==> config.mk <==
export PLATFORM = sky130hd
export DESIGN_NAME = v_logic_unit
export DESIGN_NICKNAME = d
export VERILOG_FILES = /design/src/rtl/v_logic_unit.sv
export SDC_FILE = /design/constraint.sdc
export NUM_CORES = 1
export LEC_CHECK = 0
export CAP_MARGIN = 20
export CORE_ASPECT_RATIO = 1.2
export CORE_MARGIN = 8
export CORE_UTILIZATION = 45
export CTS_CLUSTER_DIAMETER = 120
export DETAILED_ROUTE_END_ITERATION = 8
export PLACE_DENSITY = 0.67
export SYNTH_ARGS = -nofsm -noshare
export SYNTH_HDL_FRONTEND = slang
export SYNTH_SLANG_ARGS = --single-unit
==> constraint.sdc <==
create_clock -name clk -period 1.7 [get_ports clk]
set_input_delay 0.34 -clock clk [delete_from_list [all_inputs] [get_ports clk]]
set_output_delay 0.34 -clock clk [all_outputs]
set_load 0.005 [all_outputs]
==> src/rtl/v_logic_unit.sv <==
// rtl/v_logic_unit.sv - vector logical ALU lane with SEW masking, fixed-depth pipeline and flush
module v_logic_unit #(
  parameter int REQ_DATA_WIDTH  = 64,
  parameter int RESP_DATA_WIDTH = 64,
  parameter int REQ_ADDR_WIDTH  = 32,
  parameter int OPSEL_WIDTH     = 3,
  parameter int PIPE_DEPTH      = 6,
  parameter int MASK_WIDTH      = REQ_DATA_WIDTH / 8
) (
  input  logic                       clk,
  input  logic                       rst,
  input  logic                       in_valid,
  output logic                       in_ready,
  input  logic [REQ_ADDR_WIDTH-1:0]  in_addr,
  input  logic [REQ_DATA_WIDTH-1:0]  in_vec0,
  input  logic [REQ_DATA_WIDTH-1:0]  in_vec1,
  input  logic [REQ_DATA_WIDTH-1:0]  in_vec_old,
  input  logic [OPSEL_WIDTH-1:0]     in_opSel,
  input  logic [1:0]                 in_sew,
  input  logic [MASK_WIDTH-1:0]      in_mask,
  input  logic                       in_vm,
  input  logic                       in_flush,
  input  logic                       out_ready,
  output logic [RESP_DATA_WIDTH-1:0] out_vec,
  output logic                       out_valid,
  output logic [REQ_ADDR_WIDTH-1:0]  out_addr
);

  // One mask bit per byte is enough: every legal SEW is a whole number of bytes.
  localparam int NBYTES = REQ_DATA_WIDTH / 8;

  logic [REQ_DATA_WIDTH-1:0] r_data  [PIPE_DEPTH];
  logic [REQ_ADDR_WIDTH-1:0] r_addr  [PIPE_DEPTH];
  logic [PIPE_DEPTH-1:0]     r_valid;

  logic                      w_adv;
  logic                      w_accept;
  logic [2:0]                w_op;
  logic [REQ_DATA_WIDTH-1:0] w_op_res;
  logic [NBYTES-1:0]         w_byte_en;
  logic [REQ_DATA_WIDTH-1:0] w_merged;

  // The whole pipe moves together; a stalled output head freezes every stage.
  assign w_adv    = !r_valid[PIPE_DEPTH-1] || out_ready;
  assign w_accept = in_valid && w_adv;
  assign in_ready = w_adv;
  assign w_op     = in_opSel[2:0];

  // Bitwise operation selected by the opcode.
  always_comb begin
    w_op_res = '0;
    case (w_op)
      3'b000:  w_op_res = '0;
      3'b001:  w_op_res = in_vec0 & in_vec1;
      3'b010:  w_op_res = in_vec0 | in_vec1;
      3'b011:  w_op_res = in_vec0 ^ in_vec1;
      3'b100:  w_op_res = in_vec0 & ~in_vec1;
      3'b101:  w_op_res = in_vec0 | ~in_vec1;
      3'b110:  w_op_res = ~(in_vec0 & in_vec1);
      default: w_op_res = ~(in_vec0 ^ in_vec1);
    endcase
  end

  // Expand element mask bits to byte enables; element of byte b is b / (SEW/8),
  // so mask bits beyond the element count are never referenced.
  always_comb begin
    w_byte_en = '0;
    for (int b = 0; b < NBYTES; b++) begin
      case (in_sew)
        2'b00:   w_byte_en[b] = in_mask[b];
        2'b01:   w_byte_en[b] = in_mask[b/2];
        2'b10:   w_byte_en[b] = in_mask[b/4];
        default: w_byte_en[b] = in_mask[b/8];
      endcase
      if (in_vm) begin
        w_byte_en[b] = 1'b1;
      end
    end
  end

  // Merge op result with the old destination on masked-off bytes.
  always_comb begin
    w_merged = '0;
    for (int b = 0; b < NBYTES; b++) begin
      w_merged[b*8 +: 8] = w_byte_en[b] ? w_op_res[b*8 +: 8] : in_vec_old[b*8 +: 8];
    end
  end

  // Pipeline stages: flush beats stall; bubbles carry zero data and tag.
  always_ff @(posedge clk or negedge rst) begin
    if (!rst) begin
      r_valid <= '0;
      for (int s = 0; s < PIPE_DEPTH; s++) begin
        r_data[s] <= '0;
        r_addr[s] <= '0;
      end
    end else if (in_flush) begin
      r_valid <= '0;
      for (int s = 0; s < PIPE_DEPTH; s++) begin
        r_data[s] <= '0;
        r_addr[s] <= '0;
      end
    end else if (w_adv) begin
      for (int s = 1; s < PIPE_DEPTH; s++) begin
        r_valid[s] <= r_valid[s-1];
        r_data[s]  <= r_data[s-1];
        r_addr[s]  <= r_addr[s-1];
      end
      r_valid[0] <= w_accept;
      r_data[0]  <= w_accept ? w_merged : '0;
      r_addr[0]  <= w_accept ? in_addr : '0;
    end
  end

  assign out_valid = r_valid[PIPE_DEPTH-1];
  assign out_vec   = r_data[PIPE_DEPTH-1];
  assign out_addr  = r_addr[PIPE_DEPTH-1];

endmodule

==> reports/metrics.cfg, run 1 <==
[routing]
ant_nets=0
vias=26598
drt_iter0_markers=2398
vias_per_cell=5.726
first_pass_iters=6
wl_per_cell_um=21.42
totalWireLength_um=99500
drc=0

[pwr]
power_frac_seq_pct=46.9
power_density_nw_per_um2=759.7
clkPwrFrac_pct=40.6
p_sw_share_pct=25.09
internal_power_uw=23050
combPwrFrac_pct=12.5
p_leak_uw=0.01925
peakVddDrop_mv=0.8291
power.switching_uw=7723

[worst_setup_path]
r2r-start=r_valid[5]
end_kind=output port
crit_path_frequent_cell=buf_8
start_kind=register
cp_data_arrival_time_ps=1720
slowest_stage=dfrtp_1
ff2ff_path_depth=9
rrSetupSlack_ps=-250
critPathMaxStageDelay_ps=430
crit_path_max_fanout=2
r2r-end=r_data[367]
setup.worst_path.start=r_valid[5]
critPathKind=register to output port
worstPathCellList=nor2b_4, inv_8, buf_8, buf_12, buf_8
critPathRequiredTime_ps=1360

[timing]
final-hold-violation-count=0
setup_viol=547
setup_slack_ps=-363.5
skew_ps=24.43
rsz0062_at_grt=true
post-route-min-period_ps=2063
max_freq_mhz=484.6
worstMarginPinSlew_ps=638.6
drv_slew=0
relSlewSlack_pct=57.20
whs_ps=223.4
period_share_pct=121.4

[placement]
dpl_cell_area_um2=34420
pre_cts_slack_ps=-1011
dp.cells=4422
portBuffers=340
dp_hpwl_um=60600
place_congestion=0.9384

[status]
status=finished, violations left
failed_checks=negative setup slack

[yosys]
synthFlopType=dfrtp_1
synth_warnings=0
async_reset_ff_share_pct=100.0
synth_cell_types=53
synthCells=3348
synth_edf_count=0
syn_nets=3719
syn_area_um2=29230
syn_area_per_cell_um2=8.730
synthTopCellsByCount=nand2_1 (1057), dfrtp_1 (582), a21oi_1 (570), clkbuf_1 (146), o21ai_0 (136)
synth.top_cell.area_share_pct=49.83
synthTopCellsByArea=dfrtp_1 (50%), nand2_1 (14%), a21oi_1 (9.8%)
synth_top_area_cell=dfrtp_1
yosysMostFrequentCell=nand2_1
synth_seq_cells=582
ys_seq_area_share_pct=49.83

[grt]
overflow=0
grt_pass1_wl_um=146500
track_usage_pct=24.37
antenna_found_initial=17
grt_max_degree=123
grt_pass1_vias=25129

[die]
initial_core_util_pct=45.35
io_pins=341
die_area_um2=73400
die_w_um=248.7
die-height_um=295.2
rows=102
core_region_area_um2=64450

[finish]
fin_util_pct=62.86
stdcell_area_um2=40510
final_cell_count_no_fill=4645
areaGrowthSynthToFinish_pct=38.61
drive_gt1_share_pct=21.29
num-nets-final=4135
fillers=5003

[clocking]
clock_path_buffers=3
cts_htree_levels=2
clk_pin_slew_ps=70
cts_tree=done
cts_root_buf=clkbuf_16
clkLatencyLatePin_ps=600
numCtsBuffers=53
clock_sinks=582

[worst_hold_path]
min-delay-start=in_flush
hold_end=r_valid[0]
hold_class=input port to register
whs_path_depth=5

[job]
maxCapViolCount=0

cell families after synthesis:
family          after synthesis  share of synthesized area, %
mux                           7                        0.2654
buf+inv                     462                         7.697
compound gates             1002                         20.80
simple gates               1148                         15.36
fa+ha+maj                   128                         5.479
xor+xnor                     19                        0.5694
flops                       582                         49.83
stage by stage:
step / setup TNS, ps / total power (uW)
6_report: -57330 / 30780
5_1_grt: -69900 / 31810
4_1_cts: -108970 / 30720
3_5_place_dp: -203460 / 18220
3_3_place_gp: -193170 / 18170
2_1_floorplan: -464.2 / 16140
flip-flops by register name, indices dropped and copies added (netlist names):
register  flops
r_valid       6
out_addr     32
out_vec      64
r_addr      160
r_data      320
power by group through the flow:
stage	clock network, uW	registers (uW)	logic, uW
after global routing	13200	14400	4200
after floorplan	0	14500	1600
after detailed placement	0	14600	3570
after global placement	0	14600	3530
final	12500	14400	3840
after CTS	12600	14400	3710
worst max-delay path, delay by kind of cell (launching register included):
family / cells / cell delay, ps
flops: 1 / 430
simple gates: 1 / 300
buf+inv: 4 / 390
area by class of cell:
| class | count | area [um^2] | share of cell area (%) |
|---|---|---|---|
| clock buffer | 76 | 1544 | 3.811 |
| sequential | 582 | 14560 | 35.95 |
| inverter | 109 | 416.7 | 1.028 |
| antenna | 9 | 22.52 | 0.05559 |
| multi-input combinational | 2304 | 14130 | 34.89 |
| tap | 832 | 1041 | 2.570 |
| clock inverter | 19 | 266.5 | 0.6578 |
| timing repair buffer | 714 | 8524 | 21.04 |
per-layer routing:
layer	part of all wire (%)	global-route usage, %
met4	3.1	7.330
met5	0.11	0
met3	7.1	4.352
met2	47	38.26
met1	43	34.35
worst max path at each step:
stage / endpoint / slack [ps] / depth (start not counted)
global placement: r_data[338] / -970 / 7
CTS: in_ready / -340 / 5
finish: in_ready / -360 / 5
detailed placement: r_data[339] / -1010 / 7
floorplan: r_data[353] / -20 / 6
global route: in_ready / -380 / 5
timing repair:
action                                  4_1_cts  5_1_grt
endpoints found under the setup margin      397      583
setup buffers                                40       10
hold buffers                                  1        0
pin swaps                                    13      212
gates cloned                                 39       37
hold endpoints to repair                     22        0
resized for setup                           232      426
layout by cell type, fill, tap and decap left out, drive strengths merged, types with 6 or more instances in the layout:
cell and n:
nand2b 26, buf 344, dlygate4sd2 96, o31ai 17
bufbuf 8, a32oi 10, a311oi 12, inv 109
nor3 6, or3 13, clkinv 12, o2bb2ai 9
o22ai 6, nor2 15, diode 9, nor2b 9
clkbuf 104, xnor2 19, a221o 32, dfrtp 582
a21oi 573, ha 128, and3 7, o21ai 140
clkdlybuf4s50 236, nand3 10, o221a 13, o221ai 44
a221oi 38, nand2 1058, a31oi 30, a22oi 24
a22o 41
No activity file was read; power rests on OpenSTA's default activity.
==> inputs of run 2 (changes only) <==
Settings changed: CORE_MARGIN 8 to 2, SLEW_MARGIN set to 20.
==> run 2 against run 1 <==
Against the previous run: the flow still finishes with violations (negative setup slack); sequential power about the same; register-to-register slack better by 110 ps; power down 1.3%; maximum frequency rose by 11%; design area is 7.3% lower; die area decreased by 8.7%; worst setup slack improved by 210 ps; first-iteration DRC count rose by 0.58%.
==> reports/metrics.cfg, run 2 (same netlist as run 1, synthesis figures left out) <==
[worst_setup_path]
end_kind=output port
crit_path_max_fanout=3  ; +1
cp_data_arrival_time_ps=1510  ; -210 ps
ff2ff_path_depth=9  ; unchanged
critPathRequiredTime_ps=1360  ; about the same
critPathKind=register to output port
start_kind=register

[finish]
areaGrowthSynthToFinish_pct=28.48
stdcell_area_um2=37550  ; -7.3%
seq_area_um2=14560  ; unchanged
fillers=5536  ; +11%
largest-register=r_data
drive_gt1_share_pct=13.14  ; -8.1 points
num-nets-final=4101  ; -0.82%
multiInputGateArea_um2=12710  ; -10%
largest_reg_flops=320  ; unchanged
layout_common_cells=nand2_1 (1048), dfrtp_1 (582), a21oi_1 (565)
final_common_cell=nand2_1

[clocking]
clkLatencyLatePin_ps=610  ; about the same
clock_sinks=582  ; unchanged
cts_root_buf=clkbuf_16
clock_path_buffers=3  ; unchanged
cts_tree=done
numCtsBuffers=54  ; +1.9%
clk_pin_slew_ps=60  ; about the same
cts_htree_levels=2  ; unchanged

[pwr]
p_leak_uw=0.01690  ; -12%
p_sw_share_pct=24.70  ; -0.40 points
power.switching_uw=7504  ; -2.8%
internal_power_uw=22880  ; -0.76%
finalPower_uw=30380  ; -1.3%
peakVddDrop_mv=0.6948  ; -16%
clkPwrFrac_pct=40.1  ; -0.5 points
combPwrFrac_pct=12.6  ; about the same
power_frac_seq_pct=47.4  ; +0.5 points
power_density_nw_per_um2=809.1  ; +6.5%

[timing]
worstMarginPinSlew_ps=885.8  ; +247.2 ps
drv_slew=0  ; unchanged
setup_viol=329  ; -40%
post-route-min-period_ps=1854  ; -209.0 ps
skew_ps=31.95  ; +7.522 ps
final-hold-violation-count=0  ; unchanged
max_freq_mhz=539.2  ; +11%
relSlewSlack_pct=40.95  ; -16 points
period_share_pct=109.1  ; -12 points
setup_slack_ps=-154.4  ; +209.0 ps
rsz0062_at_grt=true

[placement]
portBuffers=340  ; unchanged
dpl_cell_area_um2=34730  ; +0.90%
place_congestion=0.9440  ; +0.60%
dp_hpwl_um=58730  ; -3.1%

[routing]
drt_iter0_markers=2412  ; +0.58%
first_pass_iters=5  ; -1
totalWireLength_um=87640  ; -12%
drc=0  ; unchanged
wl_per_cell_um=19.01  ; -11%
vias_per_cell=5.498  ; -4.0%
vias=25349  ; -4.7%
ant_nets=0  ; unchanged

[status]
status=finished, violations left
failed_checks=negative setup slack

[grt]
grt_max_degree=200  ; +63%
grt_pass1_wl_um=131900  ; -10%
overflow=0  ; unchanged
track_usage_pct=24.21  ; -0.16 points
antenna_found_initial=20  ; +3
grt_pass1_vias=23794  ; -5.3%

[worst_hold_path]
hold_class=input port to register
whs_path_depth=3  ; -2

[job]
maxCapViolCount=0  ; unchanged

[die]
die-height_um=283.2  ; -4.1%
die_w_um=236.7  ; -4.8%
initial_core_util_pct=45.35  ; unchanged
io_pins=341  ; unchanged
rows=102  ; unchanged
die_area_um2=67010  ; -8.7%
core_region_area_um2=64450  ; unchanged

==> run 2: changes by cell type in the layout (fill, tap and decap cells not counted), sizes merged, moves of 3 or more <==
cell,previous run,this run
buf,344,327
clkbuf,104,93
bufbuf,8,1
diode,9,13
clkinv,12,9
inv,109,112
==> run 2: stage by stage <==
step / TNS (ps) / setup WS [ps] / util [%] / instances / hold slack, ps
floorplan: -464.2 / -23.14 / - / 3348 / 44.41
global placement: -213280 / -774.6 / 53.88 / 4466 / 230.1
detailed placement: -222550 / -853.3 / 53.88 / 4466 / 229.4
CTS: -9000 / -180.7 / 57.14 / 4571 / 167.8
global route: -46530 / -215.1 / 58.26 / 4610 / 185.8
finish: -15710 / -154.4 / 58.27 / 4611 / 194.5
==> run 2: final cells by class <==
type	count	area share (%)
Antenna cell	13	0.08663
Sequential cell	582	38.78
Tap cell	832	2.772
Inverter	109	1.109
Timing Repair Buffer	679	18.70
Clock inverter	16	0.5264
Multi-Input combinational cell	2304	33.83
Clock buffer	76	4.191
==> run 2: worst paths after layout <==
kind                             from  slack (ps)     endpoint
max                        r_valid[5]        -150     in_ready
min                          in_flush         190  out_vec[19]
min in group asynchronous         rst         200  r_data[215]
min reg2reg                r_valid[4]         500   r_valid[5]
max in group asynchronous         rst         780  out_addr[6]
max reg2reg                r_valid[5]        -140  r_data[157]
==> run 2: metal layers <==
metal	share of wire [%]	up-vias	global-route usage (%)
met5	0.11	-	0
met4	2.7	14	7.468
met3	6.5	151	3.731
met2	46	829	36.39
met1	45	12285	36.01
li1	-	12070	-
==> run 2: repair_timing <==
action / 4_1_cts / 5_1_grt
hold endpoints to repair: 344 / 0
endpoints found under the setup margin: 458 / 534
resized for setup: 160 / 39
buffers inserted: 11 / 6
hold buffers: 1 / 0
cloned: 3 / 21
pin swaps: 4 / 8
==> run 2: power groups by stage <==
stage          logic, uW  registers, uW  clock network [uW]
2_1_floorplan       1600          14500                   0
3_3_place_gp        3640          14600                   0
3_5_place_dp        3680          14600                   0
4_1_cts             3760          14400               12400
5_1_grt             4170          14400               12900
6_report            3810          14400               12200
==> run 2: worst max-delay path: stages, from the launching register on <==
cell     delay [ps]
dfrtp_1         370
nor2b_4         240
inv_8            40
buf_8           120
buf_6           120
